<file path="src/rtl/image_streamer.sv">
// rtl/image_streamer.sv - raster-order image memory reader feeding a valid/ready pixel stream with frame/line markers.
// Optional IMAGE_STREAMER_LINE_GAP_EN inserts one idle output cycle after every line except the frame's last.
module image_streamer #(
    parameter  int DATA_W     = 8,
    parameter  int RESOLUTION = 512,
    localparam int ADDR_W     = $clog2(RESOLUTION*RESOLUTION),
    localparam int CNT_W      = $clog2(RESOLUTION)
) (
    input  logic              clk_i,
    input  logic              arstn_i,
    input  logic              start_i,
    output logic              busy_o,
    output logic              done_o,
    output logic              mem_rd_o,
    output logic [ADDR_W-1:0] mem_addr_o,
    input  logic [DATA_W-1:0] mem_data_i,
    output logic [DATA_W-1:0] data_o,
    output logic              valid_o,
    input  logic              ready_i,
    output logic              sol_o,
    output logic              eol_o,
    output logic              sof_o,
    output logic              eof_o
);

    typedef enum logic [1:0] {
        S_IDLE,
        S_STREAM,
        S_DRAIN
    } state_t;

    localparam logic [CNT_W-1:0] LAST_IDX = CNT_W'(RESOLUTION-1);

    state_t            r_state;
    state_t            w_state_nxt;
    logic              w_done_nxt;

    logic [CNT_W-1:0]  r_col;
    logic [CNT_W-1:0]  r_line;
    logic              r_inflight;
    logic [3:0]        r_pend_flags;
    logic              r_done;

    // Flag nibble layout everywhere: {sof, eof, sol, eol}
    logic [DATA_W-1:0] r_fifo_data  [2];
    logic [3:0]        r_fifo_flags [2];
    logic              r_rd_ptr;
    logic              r_wr_ptr;
    logic [1:0]        r_count;

    logic              w_col_first;
    logic              w_col_last;
    logic              w_line_first;
    logic              w_line_last;
    logic [3:0]        w_cur_flags;
    logic [3:0]        w_head_flags;
    logic              w_gap;
    logic              w_valid;
    logic              w_pop;
    logic              w_push;
    logic              w_room;
    logic              w_issue;
    logic              w_last_beat;

    assign w_col_first  = (r_col == '0);
    assign w_col_last   = (r_col == LAST_IDX);
    assign w_line_first = (r_line == '0);
    assign w_line_last  = (r_line == LAST_IDX);
    assign w_cur_flags  = {w_col_first && w_line_first, w_col_last && w_line_last,
                           w_col_first, w_col_last};

    assign w_head_flags = r_fifo_flags[r_rd_ptr];
    assign w_valid      = (r_count != 2'd0) && !w_gap;
    assign w_pop        = w_valid && ready_i;
    assign w_push       = r_inflight;
    assign w_last_beat  = w_pop && w_head_flags[2];

    // A slot freed by this cycle's pop counts as room, so ready-high streaming sustains one beat per cycle.
    assign w_room  = ({1'b0, r_count} + {2'b0, r_inflight}) < (3'd2 + {2'b0, w_pop});
    assign w_issue = (r_state == S_STREAM) && w_room;

    always_comb begin
        w_state_nxt = r_state;
        w_done_nxt  = 1'b0;
        case (r_state)
            S_IDLE: begin
                if (start_i) begin
                    w_state_nxt = S_STREAM;
                end
            end
            S_STREAM: begin
                if (w_issue && w_col_last && w_line_last) begin
                    w_state_nxt = S_DRAIN;
                end
            end
            S_DRAIN: begin
                if (w_last_beat) begin
                    w_state_nxt = S_IDLE;
                    w_done_nxt  = 1'b1;
                end
            end
            default: begin
                w_state_nxt = S_IDLE;
            end
        endcase
    end

    always_ff @(posedge clk_i or negedge arstn_i) begin
        if (!arstn_i) begin
            r_state <= S_IDLE;
            r_done  <= 1'b0;
        end else begin
            r_state <= w_state_nxt;
            r_done  <= w_done_nxt;
        end
    end

    always_ff @(posedge clk_i or negedge arstn_i) begin
        if (!arstn_i) begin
            r_col        <= '0;
            r_line       <= '0;
            r_inflight   <= 1'b0;
            r_pend_flags <= 4'd0;
        end else begin
            r_inflight <= w_issue;
            if (r_state == S_IDLE) begin
                r_col  <= '0;
                r_line <= '0;
            end else if (w_issue) begin
                r_pend_flags <= w_cur_flags;
                if (w_col_last) begin
                    r_col  <= '0;
                    r_line <= w_line_last ? '0 : r_line + 1'b1;
                end else begin
                    r_col <= r_col + 1'b1;
                end
            end
        end
    end

    // Read data lands here one cycle after its strobe; the room check guarantees a free slot.
    always_ff @(posedge clk_i or negedge arstn_i) begin
        if (!arstn_i) begin
            r_fifo_data[0]  <= '0;
            r_fifo_data[1]  <= '0;
            r_fifo_flags[0] <= 4'd0;
            r_fifo_flags[1] <= 4'd0;
            r_rd_ptr        <= 1'b0;
            r_wr_ptr        <= 1'b0;
            r_count         <= 2'd0;
        end else begin
            if (w_push) begin
                r_fifo_data[r_wr_ptr]  <= mem_data_i;
                r_fifo_flags[r_wr_ptr] <= r_pend_flags;
                r_wr_ptr               <= ~r_wr_ptr;
            end
            if (w_pop) begin
                r_rd_ptr <= ~r_rd_ptr;
            end
            r_count <= r_count + 2'(w_push) - 2'(w_pop);
        end
    end

`ifdef IMAGE_STREAMER_LINE_GAP_EN
    logic r_gap;

    always_ff @(posedge clk_i or negedge arstn_i) begin
        if (!arstn_i) begin
            r_gap <= 1'b0;
        end else begin
            r_gap <= w_pop && w_head_flags[0] && !w_head_flags[2];
        end
    end

    assign w_gap = r_gap;
`else
    assign w_gap = 1'b0;
`endif

    assign busy_o     = (r_state != S_IDLE);
    assign done_o     = r_done;
    assign mem_rd_o   = w_issue;
    assign mem_addr_o = ADDR_W'(r_line) * ADDR_W'(RESOLUTION) + ADDR_W'(r_col);
    assign data_o     = r_fifo_data[r_rd_ptr];
    assign valid_o    = w_valid;
    assign sof_o      = w_valid && w_head_flags[3];
    assign eof_o      = w_valid && w_head_flags[2];
    assign sol_o      = w_valid && w_head_flags[1];
    assign eol_o      = w_valid && w_head_flags[0];

endmodule

</file>
<file path="config.mk">
export PLATFORM = sky130hd
export DESIGN_NAME = image_streamer
export DESIGN_NICKNAME = d
export VERILOG_FILES = /design/src/rtl/image_streamer.sv
export SDC_FILE = /design/constraint.sdc
export NUM_CORES = 1
export LEC_CHECK = 0
export CAP_MARGIN = 10
export CORE_MARGIN = 10
export CORE_UTILIZATION = 45
export DETAILED_ROUTE_END_ITERATION = 12
export PLACE_DENSITY = 0.69
export SLEW_MARGIN = 15
export SYNTH_ARGS = -nofsm -noshare
export SYNTH_HDL_FRONTEND = slang
export SYNTH_SLANG_ARGS = --single-unit
</file>
<file path="constraint.sdc">
create_clock -name clk_i -period 5.9 [get_ports clk_i]
set_input_delay 1.18 -clock clk_i [delete_from_list [all_inputs] [get_ports clk_i]]
set_output_delay 1.18 -clock clk_i [all_outputs]
set_load 0.02 [all_outputs]
</file>
# --- Word-level counts from Yosys, hierarchy flattened ---
# Index checks and enable logic that the tools add are counted.
totals:
  reg_bits: 54
  out_inout_bits: 34
  wordCells: 83
classes:
  n_addsub: 7
  order_cmp: 4
  eq_ne: 7
  n_mux: 25
  bitwise_logic: 5
  n_reduce_logical: 22
op_table:
  columns: ["cell", "n"]
  rows:
  - ["9-bit 2-to-1 mux", 7]
  - ["8-bit 2-to-1 mux", 4]
  - ["18-bit by 9-bit adder with 18-bit output", 1]
  - ["9-bit by 1-bit adder with 9-bit output (second input constant)", 2]
  - ["9-bit equality test (second input constant)", 2]
  - ["9-bit zero test", 2]
  - ["16-bit bitwise mux", 1]
  - ["4-bit 2-to-1 mux", 4]
  - ["1-bit logical AND", 12]
  - ["8-bit bitwise mux", 1]
  - ["8-bit demux with 1-bit select", 1]
  - ["2-bit nonzero test", 4]
  - ["2-bit 2-to-1 mux", 3]
  - ["2-bit one-hot mux with 3 select lines", 1]
  - ["4-bit demux with 1-bit select", 1]
  - ["2-bit greater-or-equal comparator (second input constant)", 2]
  - ["2-bit inequality test (second input constant)", 2]
  - ["1-bit NOT with 2-bit output", 2]
  - ["2-bit AND reduction", 2]
  - ["2-bit by 1-bit adder with 3-bit output", 1]
  - ["2-bit by 1-bit adder with 3-bit output (first input constant)", 1]
  - ["3-bit less-than comparator", 1]
  - ["1-bit NOT", 3]
  - ["3-bit AND reduction", 1]
  - ["8 further kinds", 9]

# --- Longest topological paths before layout ---
logic_depth:
  depth_word: 9
  mapped_depth: 9
  ltp_nobuf: 9

# --- Least setup slack after synthesis ---
# No wires, ideal clock.
synth_timing:
  kind: "input-to-output"
  start: "in ready_i"
  end: "out mem_rd_o"
  arrival_ns: 1.872
  t_required_ns: 4.720
  setup_slack_ns: 2.848
  path_stages: 4
  n_path_buf: 0
  path_cell_list: "o21ai_2 o21ai_1 nand2_1 inv_1"
synth_between:
  elab_chain_cells: 4
synth_lines:
  columns: ["element", "line", "text"]
  rows:
  - ["from (decl)", "19", "input logic ready_i,"]
  - ["1-bit logical AND", "74", "assign w_pop = w_valid && ready_i;"]
  - ["2-bit by 1-bit adder with 3-bit output", "79", "assign w_room = ({1'b0, r_count} + {2'b0, r_inflight}) < (3'd2 + {2'b0, w_pop});"]
  - ["3-bit less-than comparator", "79", null]
  - ["1-bit logical AND", "80", "assign w_issue = (r_state == S_STREAM) && w_room;"]
  - ["to (decl)", "14", "output logic mem_rd_o,"]
# No other way between the ends.

# --- Final worst setup path ---
# Ends and elaborated chain as after synthesis.

==> impl_metrics.tcl <==
set metrics [dict create \
    outcome "complete, no violations" \
    avgSynthCellArea_um2 11.0 \
    final_util_pct 56.2 \
    grt-ovfl-total 0 \
    die_x_um 97.5 \
    rsz0062_at_grt "no" \
    port_buffers 45 \
    yosys.area.top_type "dfrtp_1" \
    setup-violations-final 0 \
    synthesis.area_um2 2710 \
    fin_crit_ps 4360 \
    setup-tns-final_ps 0 \
    crit_chain "clkdlybuf4s50_1 > o21ai_2 > o21ai_1 > nand2_1 > inv_1 > clkdlybuf4s50_1" \
    pin_count 46 \
    synth_ff_type "dfrtp_1" \
    pwr_density_cell_nw_per_um2 477 \
    syn_inst 246 \
    fin_skew_ps 6.58 \
    clk_pin_slew_ps 90 \
    final_layout_size_suffix_gt1_share_pct 16.4 \
    cp-start-kind "input port" \
    grt_pass1_wl_mm 9.59 \
    drt_iter0_drc 77 \
    vias_per_cell 5.55 \
    cts_hold_buf 0 \
    ant_nets 0 \
    place_congestion 0.803 \
    critPathSlowestCell "clkdlybuf4s50_1" \
    cts_max_path_buffers 2 \
    synth_fa_ha_area_share_pct 4.63 \
    initial_core_util_pct 46.0 \
    synth_compound_area_share_pct 10.8 \
    gr-usage-all-layers_pct 12.0 \
    drt_pass1_iterations 4 \
    maxCapViolCount 0 \
    critical_path.max_fanout 6 \
    worstRegToRegCells 8 \
    yosysSeqAreaShare_pct 50.0 \
    period_share_pct 73.9 \
    insertion_delay_ps 310 \
    worst_pin_slew_ps 1100 \
    cpMostUsedCell "clkdlybuf4s50_1" \
    cts_tree "done" \
    end_kind "output pin" \
    first_global_vias 1939 \
    synth_cell_types 45 \
    final-hold-violation-count 0 \
    die-height_um 97.5 \
    root_buffer "clkbuf_8" \
    coreArea_um2 5890 \
    layout_commonest_cell "dfrtp_1" \
    crit_required_ps 4720 \
    cts_setup_buffers 0 \
    slew_violations 0 \
    cp_num_buf_inv 3 \
    n_antenna_cell 0 \
    routed-via-count 2041 \
    cts_resized 0 \
    cts_num_sinks 54 \
    hold_depth 1 \
    leakage_nw 1.43 \
    yosys.area_share.simple_pct 13.3 \
    rows 28 \
    synthArstFlopShare_pct 100 \
    synthToLayoutAreaGrowth_pct 22.3 \
    ys_ff_latch 54 \
    synth_top_family_by_area "multiplexers" \
    cp.depth 6 \
    crit_family "buffers and inverters" \
    cts_buffers 5 \
    synth_edf_count 0 \
    dieArea_um2 9510 \
    layout_common_cells "54 x dfrtp_1, 44 x clkdlybuf4s50_1, 34 x mux2_2" \
    synth_top_area_share_pct 50.0 \
    htree_levels 2 \
    wire_per_inst_um 16.1 \
    drc 0 \
    synth_nets 268 \
    multi_input_area_um2 1240 \
    ir_drop_mv 0.218 \
    grt_antenna_before_repair 0 \
    fillers 523 \
    worst_ep_arrival_time_ps 3180 \
    synthTopCellsByArea "dfrtp_1 50%, mux2_2 14%, ha_1 4.6%" \
    nets 314 \
    synthMuxAreaShare_pct 15.6 \
    synth_xor_area_share_pct 1.62 \
    max_freq_ghz 0.229 \
    seq_area_um2 1350 \
    routed_wl_mm 5.92 \
    relSlewSlack_pct 26.6 \
    hold_class "register to register" \
    hpwlAfterDp_mm 4.21 \
    slowest_delay_ps 640 \
    grt_max_degree 55 \
    critPathKind "input port to output pin" \
    yosysWarnings 0 \
]
[synthesized netlist by cell type, drive strengths merged (2+ instances only)]
master / number
a21oi: 12
a31oi: 2
and3: 4
buf: 6
dfrtp: 54
ha: 10
inv: 19
mux2: 34
mux2i: 4
nand2: 17
nand3: 6
nand4: 3
nand4b: 2
nor2: 16
nor4: 2
nor4b: 3
o21ai: 11
o22ai: 8
o31ai: 4
or4: 6
xnor2: 4
[final cells by class]
| class | instances | area share, % |
|---|---|---|
| timing repair buffer | 46 | 13.7 |
| clock buffer | 6 | 2.50 |
| tap | 75 | 2.84 |
| inverter | 19 | 2.16 |
| multi-input combinational | 166 | 37.6 |
| sequential | 54 | 40.8 |
| clock inverter | 2 | 0.378 |
[power breakdown]
part / leakage [nW] / switching [mW] / internal [mW]
Clock: 0.0472 / 0.124 / 0.0947
Combinational: 0.700 / 0.386 / 0.379
Sequential: 0.686 / 0.108 / 0.485
[through the flow]
stage	hold WS (ps)	cell area (µm²)	instances	power, mW	worst slack (ps)
after floorplan	463	2710	246	1.09	2850
after global placement	478	3210	360	1.36	1630
after detailed placement	483	3210	360	1.37	1570
after CTS	499	3310	368	1.60	1550
after global routing	522	3310	368	1.69	1410
final	497	3310	368	1.58	1540
[flip-flops by register name (all words and copies together), names as in the netlist, 2 cells and up]
register / cells
r_col: 9
r_count: 2
r_fifo_data: 16
r_fifo_flags: 8
r_line: 9
r_pend_flags: 4
r_state: 2
[final timing paths]
kind / startpoint / to / slack [ps]
setup reg to reg: r_col[0] / r_line[1] / 3540
max in group asynchronous: arstn_i / r_fifo_data[12] / 4480
hold reg to reg: r_wr_ptr / r_wr_ptr / 500
setup / recovery: ready_i / mem_rd_o / 1540
hold / removal: r_wr_ptr / r_wr_ptr / 500
min in group asynchronous: arstn_i / r_col[3] / 990
[metal layers]
metal  global-route usage (%)  up-vias  part of all wire, %
met2                     18.2       59                   46
met3                     4.77        5                  8.0
li1                         -      981                    -
met5                        0        -                    0
met4                     5.37        0                  1.6
met1                     14.7      996                   45
[kinds of logic after synthesis]
kind of cell	after synthesis
AOI/OAI and AO/OA	46
adders and majority gates	10
DFF	54
buffers and inverters	26
and+or+nand+nor	67
muxes	38
xor gates and xnor gates	5
Power figures use the tool's default switching activity.
